**src/rtl/mem_arbiter.sv**
```systemverilog
// mem_arbiter: merges the instruction-fetch read port and the load/store data
// port onto the single request interface of the shared memory model. A tag
// FIFO remembers which port issued each in-flight read so that the in-order
// read responses go back to the right port.
// Optional build macro: MEM_ARBITER_RR_EN selects round-robin arbitration
// between the two ports. When it is undefined, a data request that can be
// served always wins over an instruction request.
module mem_arbiter #(
   parameter int DEPTH = 4
) (
   input  logic        i_clk,
   input  logic        i_rst,
   input  logic        i_imem_ren,
   input  logic [31:0] i_imem_addr,
   output logic        o_imem_ready,
   output logic        o_imem_valid,
   output logic [31:0] o_imem_rdata,
   input  logic        i_dmem_ren,
   input  logic        i_dmem_wen,
   input  logic [31:0] i_dmem_addr,
   input  logic [3:0]  i_dmem_mask,
   input  logic [31:0] i_dmem_wdata,
   output logic        o_dmem_ready,
   output logic        o_dmem_valid,
   output logic [31:0] o_dmem_rdata,
   input  logic        i_mem_ready,
   output logic [31:0] o_mem_addr,
   output logic [3:0]  o_mem_mask,
   output logic [31:0] o_mem_wdata,
   output logic        o_mem_ren,
   output logic        o_mem_wen,
   input  logic        i_mem_valid,
   input  logic [31:0] i_mem_rdata,
   output logic        o_err
);

   localparam int AW = $clog2(DEPTH);
   localparam logic [AW:0] CNT_FULL = (AW+1)'(DEPTH);

   logic [DEPTH-1:0] tag_q;
   logic [AW-1:0]    wptr_q, wptr_d;
   logic [AW-1:0]    rptr_q, rptr_d;
   logic [AW:0]      count_q, count_d;
   logic             err_q, err_d;

   logic iq, dq, rd_ok, i_elig, d_elig;
   logic gnt_i, gnt_d, go, push, pop, cnt_nz, head;

   // Request qualification: reads need a free tag slot, writes never do.
   always_comb begin
      iq     = i_imem_ren;
      dq     = i_dmem_ren | i_dmem_wen;
      rd_ok  = (count_q != CNT_FULL);
      i_elig = iq & rd_ok;
      d_elig = i_dmem_wen | (i_dmem_ren & rd_ok);
      go     = i_mem_ready & ~i_rst;
   end

`ifdef MEM_ARBITER_RR_EN
   // 0 = imem was granted last, 1 = dmem was granted last.
   logic last_q, last_d;

   // Round-robin grant: on a tie, serve the port that was not served last.
   always_comb begin
      gnt_d  = d_elig & (~i_elig | ~last_q);
      gnt_i  = i_elig & ~gnt_d;
      last_d = last_q;
      if (o_imem_ready) begin
         last_d = 1'b0;
      end else if (o_dmem_ready) begin
         last_d = 1'b1;
      end
   end

   // Last-grant register moves only on an accepted transaction.
   always_ff @(posedge i_clk) begin
      if (i_rst) begin
         last_q <= 1'b0;
      end else begin
         last_q <= last_d;
      end
   end
`else
   // Fixed priority grant: an eligible data request always wins.
   always_comb begin
      gnt_d = d_elig;
      gnt_i = i_elig & ~d_elig;
   end
`endif

   // Memory request mux and per-port accept strobes.
   always_comb begin
      o_imem_ready = go & gnt_i;
      o_dmem_ready = go & gnt_d;
      o_mem_ren    = go & (gnt_i | (gnt_d & i_dmem_ren));
      o_mem_wen    = go & gnt_d & i_dmem_wen;
      o_mem_addr   = gnt_d ? i_dmem_addr  : i_imem_addr;
      o_mem_mask   = gnt_d ? i_dmem_mask  : 4'hF;
      o_mem_wdata  = gnt_d ? i_dmem_wdata : 32'h0;
   end

   // Response routing by the tag at the FIFO head.
   always_comb begin
      cnt_nz       = (count_q != '0);
      head         = tag_q[rptr_q];
      pop          = i_mem_valid & cnt_nz & ~i_rst;
      push         = o_mem_ren;
      o_imem_valid = pop & ~head;
      o_dmem_valid = pop & head;
      o_imem_rdata = i_mem_rdata;
      o_dmem_rdata = i_mem_rdata;
      o_err        = err_q;
   end

   // Next-state for FIFO pointers, occupancy and the sticky error flag.
   always_comb begin
      wptr_d  = push ? wptr_q + 1'b1 : wptr_q;
      rptr_d  = pop  ? rptr_q + 1'b1 : rptr_q;
      count_d = count_q;
      if (push & ~pop) begin
         count_d = count_q + 1'b1;
      end else if (pop & ~push) begin
         count_d = count_q - 1'b1;
      end
      err_d = err_q | (i_mem_valid & ~cnt_nz);
   end

   // Control state; reset discards every in-flight tag.
   always_ff @(posedge i_clk) begin
      if (i_rst) begin
         wptr_q  <= '0;
         rptr_q  <= '0;
         count_q <= '0;
         err_q   <= 1'b0;
      end else begin
         wptr_q  <= wptr_d;
         rptr_q  <= rptr_d;
         count_q <= count_d;
         err_q   <= err_d;
      end
   end

   // Tag storage: 0 marks an imem read, 1 a dmem read.
   always_ff @(posedge i_clk) begin
      if (push) begin
         tag_q[wptr_q] <= gnt_d;
      end
   end

   // dq is folded into d_elig; kept for readability of the request terms.
   logic unused_dq;
   assign unused_dq = dq;

endmodule
```
**config.mk**
```make
export PLATFORM = sky130hd
export DESIGN_NAME = mem_arbiter
export DESIGN_NICKNAME = d
export VERILOG_FILES = /design/src/rtl/mem_arbiter.sv
export SDC_FILE = /design/constraint.sdc
export NUM_CORES = 1
export LEC_CHECK = 0
export ABC_CLOCK_PERIOD_IN_PS = 3700
export CAP_MARGIN = 40
export CORE_AREA = 2 2 108 110
export CTS_CLUSTER_SIZE = 30
export DETAILED_ROUTE_END_ITERATION = 8
export DIE_AREA = 0 0 110 112
export MAX_ROUTING_LAYER = met4
export SLEW_MARGIN = 10
export SYNTH_ARGS = -nofsm -noshare
export SYNTH_HDL_FRONTEND = slang
export SYNTH_SLANG_ARGS = --single-unit
```
**constraint.sdc**
```tcl
create_clock -name i_clk -period 3.7 [get_ports i_clk]
set_clock_uncertainty 0.15 [all_clocks]
set_input_delay 0.37 -clock i_clk [delete_from_list [all_inputs] [get_ports i_clk]]
set_output_delay 0.37 -clock i_clk [all_outputs]
set_load 0.1 [all_outputs]
```
==> results.ini, run 1 <==
[die]
coreArea_um2 = 11170
die_y_um = 112
fp.dieW_um = 110
core.rowCount = 39
dieArea_um2 = 12320
top_level_ports = 278
initial_utilization = 0.1607

[drt]
drc = 0
avgViaCountPerCell = 3.656
wl_per_cell_um = 14.32
drt_pass1_iterations = 4
vias = 1689
antenna_left = 0
routed_wl_um = 6615
drt-initial-drc-count = 52

[pwr]
pwr-share-comb = 0.727
power_frac_seq = 0.125
irDropWorstVdd_mv = 0.2484
swShare = 0.5692
p_leak_nw = 1.331
pwr_density_cell_nw_per_um2 = 423.2
pwr-share-clk = 0.148
intPower_mw = 0.5771
p_sw_mw = 0.7625

[placement]
dp_hpwl_um = 5804
gp_congestion = 0.7392
numPortBuffers = 181

[layout]
syn_to_final_growth_pct = 76.31
diodes = 0
fin_nets = 465
final_common_cell = clkdlybuf4s50_1
multiInputGateArea_um2 = 952.2
drive_gt1_frac = 0.3730
final_cell_mix = clkdlybuf4s50_1 (107), buf_4 (76), nor2b_1 (36), mux2_2 (32), dfxtp_1 (8)
fillers = 1211
regArea_um2 = 280.3

[timing]
setup_tns_ns = 0
setup_violations = 0
worst_hold_slack_ns = 0.3173
fin_crit_sh = 0.8053
slew_headroom = 0.6208
worst_slew_pin_slew_ns = 0.5688
fmax_ghz = 0.3356
hold_viol_final = 0
finalMaxSlewViolations = 0
rsz0062_at_grt = no
period_needed_ns = 2.980

[worst_setup_path]
crit-reg2reg-launch = count_q[0]$_SDFFE_PP0P_
crit_path_max_fanout = 11
cp.required_ns = 3.72
crit_path_end_kind = flip-flop
reg2reg_depth = 9
worstSetupPathType = in -> reg
reg2reg_to = count_q[2]$_SDFFE_PP0P_
critPathLaunchType = input port
reg2reg_setup_slack_ns = 1.08
crit_arrival_ns = 3.00

[synthesis]
syn_area_per_cell_um2 = 8.845
mappedNetlistArea_um2 = 1795
yosysWarnings = 0
ys_ff_latch = 12
netlist-cell-type-count = 30
syn-num-nets = 348
synthCells = 203
ys_seq_area_frac = 0.1561

[worst_hold_path]
worstHoldStart = o_err$_SDFF_PP0_
hold_path.class = reg -> reg
min_path_cells = 2
min_to = o_err$_SDFF_PP0_

[global_routing]
grt_pass1_wl_um = 9453
grt_usage = 0.1014
grtUsageMet2 = 0.1755
first_global_vias = 1680
met3_usage = 0.02166
grt_busiest_layer = met2
antenna_found_initial = 0
grt_max_degree = 52
grt-ovfl-total = 0
use_met1 = 0.1191

[clock_network]
cts_max_level = 1
ctsHoldBuffers = 0
cts_resized = 0
clockRootBuffer = clkbuf_16
cts_tree = built
cts_buffer_depth = 2
path_clk_slew_ns = 0.04
clk_latency_ns = 0.24
cts_setup_buffers = 0
cts_buffers = 3
clkSinkCount = 12

[job]
max_cap_violations = 0

[run_status]
status = complete, no violations

[per-layer routing]
layer	routed length [µm]	vias to the layer above	part of all wire
li1	-	827	-
met1	2585	741	0.39
met2	3336	112	0.50
met3	583	9	0.088
met4	110	0	0.017
met5	0	-	0
[through the flow]
step | worst slack [ns] | power [mW] | instance area [µm²] | std cells | utilization
after floorplan | 0.7326 | 1.216 | 1795 | 203 | -
after detailed placement | 0.4870 | 1.149 | 3087 | 458 | 0.2762
after global routing | 0.4917 | 1.390 | 3166 | 462 | 0.2833
after CTS | 0.7240 | 1.352 | 3166 | 462 | 0.2833
final | 0.7204 | 1.340 | 3166 | 462 | 0.2833
after global placement | 0.6162 | 1.137 | 3072 | 457 | 0.2749
[critical path, stage by stage]
cell,delay [ns]
clkdlybuf4s50_1,0.59
nor2b_1,0.30
o221ai_1,0.26
inv_1,0.22
ha_1,0.21
inv_1,0.06
fa_1,0.38
xor2_1,0.18
or3_1,0.30
a21oi_1,0.13
[kinds of logic (layout without fill, tap and decap cells)]
group,count (synthesis),in the layout,synth area share
buf+inv,77,193,0.3136
mux,37,37,0.2362
compound gates,7,7,0.02788
flops,12,12,0.1561
xor+xnor,2,2,0.009758
simple gates,62,62,0.2105
fa+ha+maj,6,6,0.04599
[Yosys cell counts]
master	count	share of area
mux2_1	1	0.0063
nand2_1	1	0.0021
nor3_1	1	0.0028
buf_4	64	0.27
and3_1	1	0.0035
a21oi_1	3	0.0084
o21ai_0	2	0.0056
mux4_2	1	0.013
mux2i_1	3	0.017
ha_1	5	0.035
inv_1	5	0.010
buf_6	4	0.025
nand3_1	1	0.0028
edfxtp_1	4	0.067
nor2_1	5	0.010
mux2_2	32	0.20
xor2_1	2	0.0098
nand2b_1	3	0.010
or2_2	4	0.014
and2_1	5	0.017
a21oi_4	1	0.0091
buf_2	3	0.0084
o221ai_1	1	0.0049
or3_1	3	0.010
and4_1	1	0.0049
or3b_4	1	0.0063
dfxtp_1	8	0.089
nor2b_1	36	0.13
clkbuf_1	1	0.0021
fa_1	1	0.011
[power by group through the flow]
stage          Sequential [mW]  Clock [mW]  Combinational, mW
6_report                 0.167       0.199              0.973
5_1_grt                  0.171       0.211               1.01
4_1_cts                  0.167       0.203              0.982
3_5_place_dp             0.170           0              0.979
3_3_place_gp             0.170           0              0.967
2_1_floorplan            0.183           0               1.03
[flip-flops by register name, summed over array words and instances (netlist names)]
| register | flops |
|---|---|
| tag_q | 4 |
| count_q | 3 |
| rptr_q | 2 |
| wptr_q | 2 |
| o_err | 1 |
[worst max path at each step]
stage	slack, ns	end	start
final	0.72	count_q[2]$_SDFFE_PP0P_	i_rst
after global routing	0.49	count_q[2]$_SDFFE_PP0P_	i_rst
after CTS	0.72	count_q[2]$_SDFFE_PP0P_	i_rst
after detailed placement	0.49	count_q[2]$_SDFFE_PP0P_	i_rst
after global placement	0.62	count_q[2]$_SDFFE_PP0P_	i_rst
after floorplan	0.73	count_q[2]$_SDFFE_PP0P_	count_q[0]$_SDFFE_PP0P_
[area by class of cell]
cell class              instances  share of cell area
well taps                     143             0.05652
clock inverters                 1            0.001186
clock buffers                   3             0.02372
repair buffers                184              0.5233
multi-input cells             114              0.3008
inverters                       5            0.005929
flip-flops and latches         12             0.08854
No activity file was read; power rests on OpenSTA's default activity.
==> inputs of run 2 (changes only) <==
ABC_CLOCK_PERIOD_IN_PS = 2950   (was 3700)
CORE_AREA = 2 2 109 111   (was 2 2 108 110)
DIE_AREA = 0 0 111 113   (was 0 0 110 112)
clock period = 2.95 ns   (was 3.7 ns; I/O delays follow)
==> run 2 against run 1 <==
Wire length is 15% higher. Combinational power is 54% higher. First-iteration DRC count is 50% lower. Highest routed layer unchanged.
==> results.ini, run 2 (synthesis gave the netlist of run 1 again) <==
[run_status]
status = complete, no violations

[layout]
reg.largest.list = tag_q x4, count_q x3
syn_to_final_growth_pct = 126.9
fin_nets = 466
final_common_cell = clkdlybuf4s50_1
diodes = 0
drive_gt1_frac = 0.3844
largest_register_ffs = 4
largest-register = tag_q
final_cell_mix = clkdlybuf4s50_1 (106), buf_12 (72), nor2b_1 (36), mux2_2 (32), dfxtp_1 (8)

[pwr]
pwr_density_cell_nw_per_um2 = 478.8
p_sw_mw = 1.006
pwr-share-comb = 0.767
irDropWorstVdd_mv = 0.3144
p_leak_nw = 1.638
swShare = 0.5158
pwr-share-clk = 0.125
intPower_mw = 0.9445
power_frac_seq = 0.108

[worst_setup_path]
cp.required_ns = 2.96
crit_path_end_kind = flip-flop
worstSetupPathType = in -> reg
critPathLaunchType = input port
crit_path_max_fanout = 4
crit_arrival_ns = 2.61

[timing]
setup_violations = 0
finalMaxSlewViolations = 0
rsz0062_at_grt = no
fin_crit_sh = 0.8806
setup_tns_ns = 0
period_needed_ns = 2.598
worst_hold_slack_ns = 0.3266
slew_headroom = 0.7589
fin_ws_ns = 0.3521
worst_slew_pin_slew_ns = 0.3616
fmax_ghz = 0.3849
hold_viol_final = 0

[drt]
drt_pass1_iterations = 3
vias = 1750
avgViaCountPerCell = 3.780
antenna_left = 0
drt-initial-drc-count = 26
drc = 0
wl_per_cell_um = 16.43
routed_wl_um = 7608

[worst_hold_path]
hold_path.class = reg -> reg

[clock_network]
cts_resized = 0
cts_buffer_depth = 2
path_clk_slew_ns = 0.04
clockRootBuffer = clkbuf_16
cts_buffers = 3
cts_setup_buffers = 0
clkSinkCount = 12
clk_latency_ns = 0.24
ctsHoldBuffers = 0
cts_tree = built
cts_max_level = 1

[global_routing]
grt-ovfl-total = 0
grt_max_degree = 50
antenna_found_initial = 0
use_met1 = 0.1155
grt_pass1_wl_um = 11230
met3_usage = 0.04178
grtUsageMet2 = 0.2245
first_global_vias = 1899
grt_busiest_layer = met2
grt_usage = 0.1183

[die]
coreArea_um2 = 11270
fp.dieW_um = 111
dieArea_um2 = 12540
initial_utilization = 0.1593
die_y_um = 113
top_level_ports = 278
core.rowCount = 39

[placement]
gp_congestion = 0.7516
numPortBuffers = 181
dp_hpwl_um = 6975
dp_slack_ns = 0.1200

[job]
max_cap_violations = 0

## run 2: through the flow
step / area [µm²] / instances / power (mW) / utilization
2_1_floorplan: 1805 / 203 / 1.527 / -
3_3_place_gp: 3995 / 459 / 1.708 / 0.3544
3_5_place_dp: 3995 / 459 / 1.723 / 0.3544
4_1_cts: 4074 / 463 / 1.975 / 0.3614
5_1_grt: 4074 / 463 / 2.018 / 0.3614
6_report: 4074 / 463 / 1.951 / 0.3614
## run 2: area by class of cell
class | instances | area, µm²
fillers | 1110 | 7198
repair buffers | 185 | 2555
multi-input cells | 114 | 958.4
flip-flops and latches | 12 | 280.3
well taps | 143 | 178.9
clock buffers | 3 | 75.07
inverters | 5 | 22.52
clock inverters | 1 | 3.754
## run 2: worst max-delay path: stages
cell             delay [ns]
clkdlybuf4s50_1        0.46
nor2b_1                0.24
o221ai_2               0.21
clkinvlp_4             0.12
ha_1                   0.18
inv_1                  0.06
fa_1                   0.38
xor2_1                 0.19
or3_1                  0.32
a21oi_1                0.16
## run 2: path summary, 6_finish.rpt
check	depth (start not counted)	start	to	slack, ns
max reg2reg	9	count_q[2]$_SDFFE_PP0P_	count_q[2]$_SDFFE_PP0P_	0.36
min	2	o_err$_SDFF_PP0_	o_err$_SDFF_PP0_	0.33
min reg2reg	2	o_err$_SDFF_PP0_	o_err$_SDFF_PP0_	0.33
max	10	i_mem_ready	count_q[2]$_SDFFE_PP0P_	0.35
## run 2: power groups by stage
stage / registers (mW) / clock network, mW / logic [mW]
floorplan: 0.229 / 0 / 1.30
global placement: 0.212 / 0 / 1.50
detailed placement: 0.214 / 0 / 1.51
CTS: 0.211 / 0.251 / 1.51
global route: 0.214 / 0.259 / 1.55
finish: 0.211 / 0.244 / 1.50
## run 2: routing by layer
layer,vias to the layer above,routed length (µm),part of all wire
li1,830,-,-
met1,781,2535,0.33
met2,119,4143,0.54
met3,20,770,0.10
met4,0,159,0.021
met5,-,0,0
==> inputs of run 3 (changes only) <==
CAP_MARGIN = not set   (was 40)
==> results of run 3 <==
No change in the layout: final DEF, timing and power equal those of run 2.
